`src/rtl/outport_uart_tx.sv`:
```
// Captures each new CPU outport value into a small FIFO and shifts it out as UART 8N1, LSB byte first.
// Latency: push 1 cycle after outport changes, start bit 1 cycle after the pop; one idle cycle between words.
// No backpressure on the CPU: a change arriving while full is dropped and sets the sticky overflow flag.
// Defining OUTPORT_TX_PARITY_EN adds an even-parity bit between the data bits and the stop bit.
module outport_uart_tx #(
    parameter int n            = 32,
    parameter int CLKS_PER_BIT = 868,
    parameter int DEPTH        = 4
) (
    input  logic                     clock,
    input  logic                     reset,
    input  logic [n-1:0]             outport,
    output logic                     tx,
    output logic                     busy,
    output logic                     overflow,
    output logic [$clog2(DEPTH):0]   fifo_count
);

    localparam int NB = n / 8;
    localparam int AW = $clog2(DEPTH);
    localparam int CW = AW + 1;
    localparam int TW = $clog2(CLKS_PER_BIT);
    localparam int BW = (NB > 1) ? $clog2(NB) : 1;

    localparam logic [TW-1:0] TMAX      = TW'(CLKS_PER_BIT - 1);
    localparam logic [BW-1:0] LAST_BYTE = BW'(NB - 1);
    localparam logic [CW-1:0] FULL_CNT  = CW'(DEPTH);

    typedef enum logic [2:0] {
        IDLE,
        START,
        DATA,
`ifdef OUTPORT_TX_PARITY_EN
        PARITY,
`endif
        STOP
    } state_t;

    state_t          state;
    logic [n-1:0]    last;
    logic [n-1:0]    mem [DEPTH];
    logic [AW-1:0]   wptr;
    logic [AW-1:0]   rptr;
    logic [n-1:0]    shreg;
    logic [BW-1:0]   byte_idx;
    logic [2:0]      bit_idx;
    logic [TW-1:0]   timer;

    logic            push;
    logic            pop;
    logic            full;
    logic            accept;
    logic            tend;
    logic [7:0]      cur;

    assign push   = (outport != last);
    assign full   = (fifo_count == FULL_CNT);
    assign pop    = (state == IDLE) && (fifo_count != '0);
    // A pop in the same cycle frees the slot, so a push into a full FIFO still lands.
    assign accept = push && (!full || pop);
    assign tend   = (timer == TMAX);
    assign cur    = shreg[7:0];

    always_ff @(posedge clock) begin
        if (!reset && accept) begin
            mem[wptr] <= outport;
        end
    end

    always_ff @(posedge clock) begin
        if (reset) begin
            last       <= '0;
            wptr       <= '0;
            rptr       <= '0;
            fifo_count <= '0;
            overflow   <= 1'b0;
            state      <= IDLE;
            tx         <= 1'b1;
            busy       <= 1'b0;
            shreg      <= '0;
            byte_idx   <= '0;
            bit_idx    <= '0;
            timer      <= '0;
        end else begin
            if (push) begin
                last <= outport;
            end
            if (accept) begin
                wptr <= wptr + AW'(1);
            end
            if (pop) begin
                rptr <= rptr + AW'(1);
            end
            if (push && full && !pop) begin
                overflow <= 1'b1;
            end
            case ({accept, pop})
                2'b10:   fifo_count <= fifo_count + CW'(1);
                2'b01:   fifo_count <= fifo_count - CW'(1);
                default: fifo_count <= fifo_count;
            endcase

            if (state == IDLE) begin
                timer <= '0;
            end else begin
                timer <= tend ? '0 : timer + TW'(1);
            end

            case (state)
                IDLE: begin
                    tx   <= 1'b1;
                    busy <= 1'b0;
                    if (pop) begin
                        shreg    <= mem[rptr];
                        byte_idx <= '0;
                        tx       <= 1'b0;
                        busy     <= 1'b1;
                        state    <= START;
                    end
                end
                START: begin
                    if (tend) begin
                        bit_idx <= '0;
                        tx      <= cur[0];
                        state   <= DATA;
                    end
                end
                DATA: begin
                    if (tend) begin
                        if (bit_idx == 3'd7) begin
`ifdef OUTPORT_TX_PARITY_EN
                            tx    <= ^cur;
                            state <= PARITY;
`else
                            tx    <= 1'b1;
                            state <= STOP;
`endif
                        end else begin
                            bit_idx <= bit_idx + 3'd1;
                            tx      <= cur[bit_idx + 3'd1];
                        end
                    end
                end
`ifdef OUTPORT_TX_PARITY_EN
                PARITY: begin
                    if (tend) begin
                        tx    <= 1'b1;
                        state <= STOP;
                    end
                end
`endif
                STOP: begin
                    if (tend) begin
                        if (byte_idx != LAST_BYTE) begin
                            // Next byte of the same word follows with no idle gap.
                            byte_idx <= byte_idx + BW'(1);
                            shreg    <= shreg >> 8;
                            tx       <= 1'b0;
                            state    <= START;
                        end else begin
                            busy  <= 1'b0;
                            state <= IDLE;
                        end
                    end
                end
                default: begin
                    tx    <= 1'b1;
                    busy  <= 1'b0;
                    state <= IDLE;
                end
            endcase
        end
    end

endmodule

```
`config.mk`:
```
export PLATFORM = sky130hd
export DESIGN_NAME = outport_uart_tx
export DESIGN_NICKNAME = d
export VERILOG_FILES = /design/src/rtl/outport_uart_tx.sv
export SDC_FILE = /design/constraint.sdc
export NUM_CORES = 1
export LEC_CHECK = 0
export CORE_ASPECT_RATIO = 1.25
export CORE_UTILIZATION = 35
export DETAILED_ROUTE_END_ITERATION = 12
export HOLD_SLACK_MARGIN = 0.05
export PLACE_DENSITY_LB_ADDON = 0.12
export SYNTH_ARGS = -nofsm -noshare
export SYNTH_HDL_FRONTEND = slang
export SYNTH_SLANG_ARGS = --single-unit
```
`constraint.sdc`:
```
create_clock -name clock -period 2.3 [get_ports clock]
set_input_delay 0.23 -clock clock [delete_from_list [all_inputs] [get_ports clock]]
set_output_delay 0.23 -clock clock [all_outputs]
set_load 0.02 [all_outputs]
```
==> metrics.txt, run 1 <==
RSZ-0062 raised after global routing true; Mapped Avg Cell Area 14.0 um^2; Finish-stage setup viols 2; DR vias/cell slightly below 5; cells on worst reg2reg path 9; initial antenna violation count 0; RD Place Congestion 0.689; non-filler cells, final between 1000 and 1500; grt total ovfl 0; Post-synth EDFFs 128; Pleak 3.81 nW; hold worst-path end mem[3][2]; Total Power ~12 mW; fraction of layout cells with a size suffix above 1 21.6%; synth top area cells edfxtp_1 (44%), dfxtp_1 (22%), mux4_2 (8.9%), xnor2_1 (3.7%), nand2_1 (2.7%); Mapped Nets 663; Worst setup SP type flip-flop; Num CTS Buffers 24; total die area 0.0253 mm^2; Hold Path Class in -> reg; Avg WL per Cell 19.0 um; Cell Area, Synth 0.00865 mm^2; clock slew at reported path FFs about 60 ps; final setup margin -30.0 ps; drt pass-1 iters 6; drt total wl 20100 um; Tot GR Track Use 15.9%; sequential area share after synthesis 66.0%; CTS tree done; placed insts 1002; core area 0.0240 mm^2; # IOs 40; Synth Register Bits 221; share of the synthesized area in the top cell type between 40% and 50%; vias in the first global route 5403; Final period util 101%; root buf cell clkbuf_16; Mapped Cells 616; post-DP HPWL 11700 um; critical path arrival 2700 ps; count leader, synth edfxtp_1; CTS Sinks between 200 and 250; hold path cells 1; failing checks setup timing; Die X ~140 um; first-pass GRT wire length 30200 um; top_reg_cell synth edfxtp_1; final net count 759; Max VDD drop 0.000549 V; reg2reg setup slack -30 ps; reg2reg end fifo_count[1]; cell taking the most area after synthesis edfxtp_1; Fmax 429 MHz; PwrDens 1080 mW/mm^2; max_cap viols 0; final hold violation count 0; largest net degree at the start of global routing 50; number of buffers added on ports 39; ant diodes 0; Distinct cells, synth 42; Crit Path Class reg -> reg; Synth warnings 0; outcome complete, but fails checks; Critical Path Fanout Max 3; P&R area growth vs syn 26.4%; worst slew pin tran between 500 and 600 ps; Critical Path End Type flip-flop; Std-Cell Rows 63; origin of the critical flop-to-flop path last[5]; drc violations 0; asr flop ratio synth 0%; Routed Antenna Nets 0; Commonest cells post-synth edfxtp_1 (128), dfxtp_1 (93), nand2_1 (63), nor2_1 (52); drt first-iter violations 221; Vias between 5000 and 6000; Slew Viols, Final 0; Die Y-Extent 178 um; Final min period 2330 ps; Worst Skew between 6 and 7 ps; slew margin rel. 61.4%; Worst EP required 2670 ps; # hold bufs at CTS 0; Clock Path Buffers 3; H-tree depth 1; Hold Startpoint outport[2]; clk_lat worst skew 510 ps; starting density of the core 36.1%
[cell type report]
class / instances / area, um^2
inverter: 9 / 33.8
clock inverter: 8 / 141
timing repair buffer: 100 / 1060
fill: 2226 / 13000
clock buffer: 36 / 677
tap: 325 / 407
multi-input combinational: 356 / 2910
sequential: 221 / 5710
[registers in the layout (all words and copies together) (netlist names), 2 cells and up, named ones only]
register and count:
shreg 32, byte_idx 2, mem 128, timer 10
wptr 2, state 2, rptr 2, fifo_count 3
last 32, bit_idx 3
[through the flow]
stage | worst slack (ps) | hold WS, ps | util, % | instance area (um^2) | TNS [ps]
after global placement | -955 | 437 | 40.9 | 9800 | -106170
final | -30.0 | 226 | 45.6 | 10900 | -40.5
after CTS | -52.2 | 217 | 44.8 | 10700 | -3610
after floorplan | 86.9 | 329 | - | 8650 | 0
after detailed placement | -976 | 441 | 40.9 | 9800 | -106040
after global routing | -119 | 238 | 45.6 | 10900 | -4810
[per-layer routing]
layer | up-vias | share of wire, % | global-route usage, %
met5 | - | 0 | 0
met4 | 0 | 2.2 | 4.70
met3 | 29 | 3.8 | 2.67
met2 | 101 | 52 | 29.0
met1 | 2576 | 42 | 19.0
li1 | 2461 | - | -
[report_power, final]
group | internal (mW) | total (mW) | switching [mW]
combinational | 1.37 | 2.97 | 1.60
clock | 2.48 | 3.97 | 1.49
sequential | 4.69 | 4.91 | 0.223
[what timing repair did]
item,4_1_cts,5_1_grt
setup buffers,1,0
pin swaps,9,7
resized for setup,19,11
setup endpoints to repair,134,131
endpoints found under the hold margin,0,0
gates cloned,1,7
[cells in the final DEF, fill, tap and decap left out, types with 24 or more instances in the layout]
master and instances:
edfxtp_1 128, dfxtp_1 89, nand2_1 63, nor2_1 51
buf_4 46, nor2b_1 37, clkdlybuf4s50_1 37, mux4_2 34
clkbuf_16 31, xnor2_1 28, a311oi_1 24
[worst max path at each step]
| stage | from | to | slack [ps] |
|---|---|---|---|
| 2_1_floorplan | last[11] | mem[1][0] | 90 |
| 3_5_place_dp | outport[2] | fifo_count[2] | -980 |
| 3_3_place_gp | outport[2] | fifo_count[2] | -960 |
| 6_report | last[5] | fifo_count[1] | -30 |
| 4_1_cts | last[3] | fifo_count[1] | -50 |
| 5_1_grt | last[3] | fifo_count[1] | -120 |
[worst max-delay path: stages (launching register included)]
cell	delay [ps]
dfxtp_1	300
xnor2_1	280
nand4_1	180
nor4_2	370
buf_4	180
and3_4	180
fa_1	420
nand3b_1	100
a21o_1	110
a31oi_1	60
[cell families after synthesis]
| kind of cell | share of synthesized area [%] |
|---|---|
| simple gates | 11.4 |
| buf+inv | 1.88 |
| flops | 66.0 |
| mux | 9.72 |
| compound gates | 4.72 |
| fa+ha+maj | 1.97 |
| xor+xnor | 4.35 |
Power figures use the tool's default switching activity.
==> run 2: changes to the inputs <==
--- a/config.mk
+++ b/config.mk
@@ -10,6 +10,7 @@
 export DETAILED_ROUTE_END_ITERATION = 12
 export HOLD_SLACK_MARGIN = 0.05
 export PLACE_DENSITY_LB_ADDON = 0.12
+export SKIP_CTS_REPAIR_TIMING = 1
 export SYNTH_ARGS = -nofsm -noshare
 export SYNTH_HDL_FRONTEND = slang
 export SYNTH_SLANG_ARGS = --single-unit
==> run 2 against run 1 <==
Net effect: the flow still finishes with violations (setup timing); design area is 1.9% lower; register-to-register slack about the same; wire length down 5.9%; non-clock buffer count is 9 lower; via count fell by 1.9%; first-iteration DRC count is 19% lower.
==> metrics.txt, run 2 (synthesis gave the netlist of run 1 again) <==
CP startpoint last[0] (was last[5]); most frequent cells in the layout edfxtp_1 (128), dfxtp_1 (88), nand2_1 (63) (was edfxtp_1 (128), dfxtp_1 (89), nand2_1 (63)); Register Area 0.00571 mm^2 (about the same); Std-Cell Rows 63 (unchanged); Biggest register mem (unchanged); vias in the first global route 5398 (was 5403); Placement Setup Slack -976 ps (unchanged); Vias 5067 (was 5167); Slowest-stage cell, CP fa_1 (unchanged); RSZ-0062 raised after global routing true (unchanged); post-DP HPWL 11700 um (unchanged); final setup TNS -64.4 ps (was -40.5 ps); Slew Viols, Final 0 (unchanged); Clock Path Buffers 3 (unchanged); commonest non-fill, non-tap cell in the layout edfxtp_1 (unchanged); max_cap viols 0 (unchanged); ant diodes 0 (unchanged); Worst EP required 2660 ps (was 2670 ps); clk_lat worst skew 510 ps (about the same); starting density of the core 36.1% (unchanged); drt pass-1 iters 6 (unchanged); drt first-iter violations 180 (was 221); largest net degree at the start of global routing 50 (unchanged); Fmax 427 MHz (was 429 MHz); failing checks setup timing (unchanged); Worst setup SP type flip-flop (unchanged); number of buffers added on ports 39 (unchanged); initial antenna violation count 0 (unchanged); fraction of layout cells with a size suffix above 1 19.7% (was 21.6%); PwrDens 1100 mW/mm^2 (was 1080 mW/mm^2); multi-input logic area 0.00289 mm^2 (was 0.00291 mm^2); final hold violation count 0 (unchanged); Worst path max stage delay 430 ps (was 420 ps); final setup margin -41.9 ps (was -30.0 ps); clock slew at reported path FFs 60 ps (about the same); Hold Startpoint outport[2] (unchanged); Critical Path Fanout Max 3 (unchanged); drc violations 0 (unchanged); H-tree depth 1 (unchanged); Total Power 11.8 mW (was 11.9 mW); max FFs per register 128 (unchanged); slew margin rel. 61.3% (was 61.4%); core area 0.0240 mm^2 (unchanged); Num CTS Buffers 24 (unchanged); final net count 750 (was 759); largest registers mem (128), last (32), shreg (32) (unchanged); CTS tree done (unchanged); # IOs 40 (unchanged); Die X 143 um (unchanged); Final min period 2340 ps (was 2330 ps); Final period util 102% (was 101%); P&R area growth vs syn 24.0% (was 26.4%); Finish-stage setup viols 2 (unchanged); outcome complete, but fails checks (unchanged); drt total wl 18900 um (was 20100 um); total die area 0.0253 mm^2 (unchanged); critical path arrival 2710 ps (was 2700 ps); origin of the critical flop-to-flop path last[0] (was last[5]); grt total ovfl 0 (unchanged); Worst Skew 6.57 ps (about the same); Crit Path Class reg -> reg (unchanged); worst slew pin tran 580 ps (was 579 ps); Avg WL per Cell 18.1 um (was 19.0 um); Pleak 3.72 nW (was 3.81 nW); Tot GR Track Use 15.7% (was 15.9%); Critical Path End Type flip-flop (unchanged); CTS Sinks 221 (unchanged); # fillers 2240 (was 2226); first-pass GRT wire length 30000 um (was 30200 um); CP cell instances xnor2_2 > nand4_1 > nor4_4 > buf_4 > and3_4 > fa_1 > nand3b_1 > a21o_1 > a31oi_1 (was xnor2_1 > nand4_1 > nor4_2 > buf_4 > and3_4 > fa_1 > nand3b_1 > a21o_1 > a31oi_1); Max VDD drop 0.000546 V (was 0.000549 V); root buf cell clkbuf_16 (unchanged); Die Y-Extent 178 um (unchanged); Routed Antenna Nets 0 (unchanged); Hold Path Class in -> reg (unchanged); RD Place Congestion 0.689 (unchanged); DR vias/cell 4.84 (was 4.90)
[run 2: cell types whose count changed in the layout (fill, tap and decap cells not counted), sizes merged]
cell          previous run  this run
buf                     56        53
clkbuf                  42        36
dlygate4sd2              1         0
dlymetal6s2s             0         1
[run 2: power by group]
group / internal [mW] / switching (mW) / total, mW
logic: 1.31 / 1.57 / 2.88
clock network: 2.48 / 1.49 / 3.97
registers: 4.69 / 0.223 / 4.91
total: 8.48 / 3.28 / 11.8
[run 2: area by class of cell]
type	count	share of cell area, %
Clock inverter	8	1.32
Tap cell	325	3.79
Clock buffer	36	6.31
Multi-Input combinational cell	356	27.0
Sequential cell	221	53.2
Inverter	9	0.315
Timing Repair Buffer	91	8.07
[run 2: stage by stage]
stage	area (um^2)	hold WS [ps]	cells	util [%]
2_1_floorplan	8650	329	616	-
3_3_place_gp	9800	437	1002	40.9
3_5_place_dp	9800	441	1002	40.9
4_1_cts	10600	336	1046	44.3
5_1_grt	10700	163	1046	44.8
6_report	10700	160	1046	44.8
[run 2: routing by layer]
metal  vias to the layer above  wire length (um)  global-route usage, %
li1                       2438                 -                      -
met1                      2527              7940                   18.9
met2                        78             10000                   28.8
met3                        24               651                   2.51
met4                         0               304                   4.30
met5                         -                 0                      0
[run 2: critical path, delay by kind of cell (launching register included)]
kind / cells / cell delay, ps
compound gates: 2 / 170
xor+xnor: 1 / 240
fa+ha+maj: 1 / 430
buf+inv: 1 / 180
flops: 1 / 330
simple gates: 4 / 850
[run 2: path summary, 6_finish.rpt]
kind                                      end  depth (start not counted)  slack (ps)
worst max register to register  fifo_count[1]                          9         -40
worst min-delay path                  last[2]                          2         160
worst min register to register       overflow                          2         450
worst max-delay path            fifo_count[1]                          9         -40
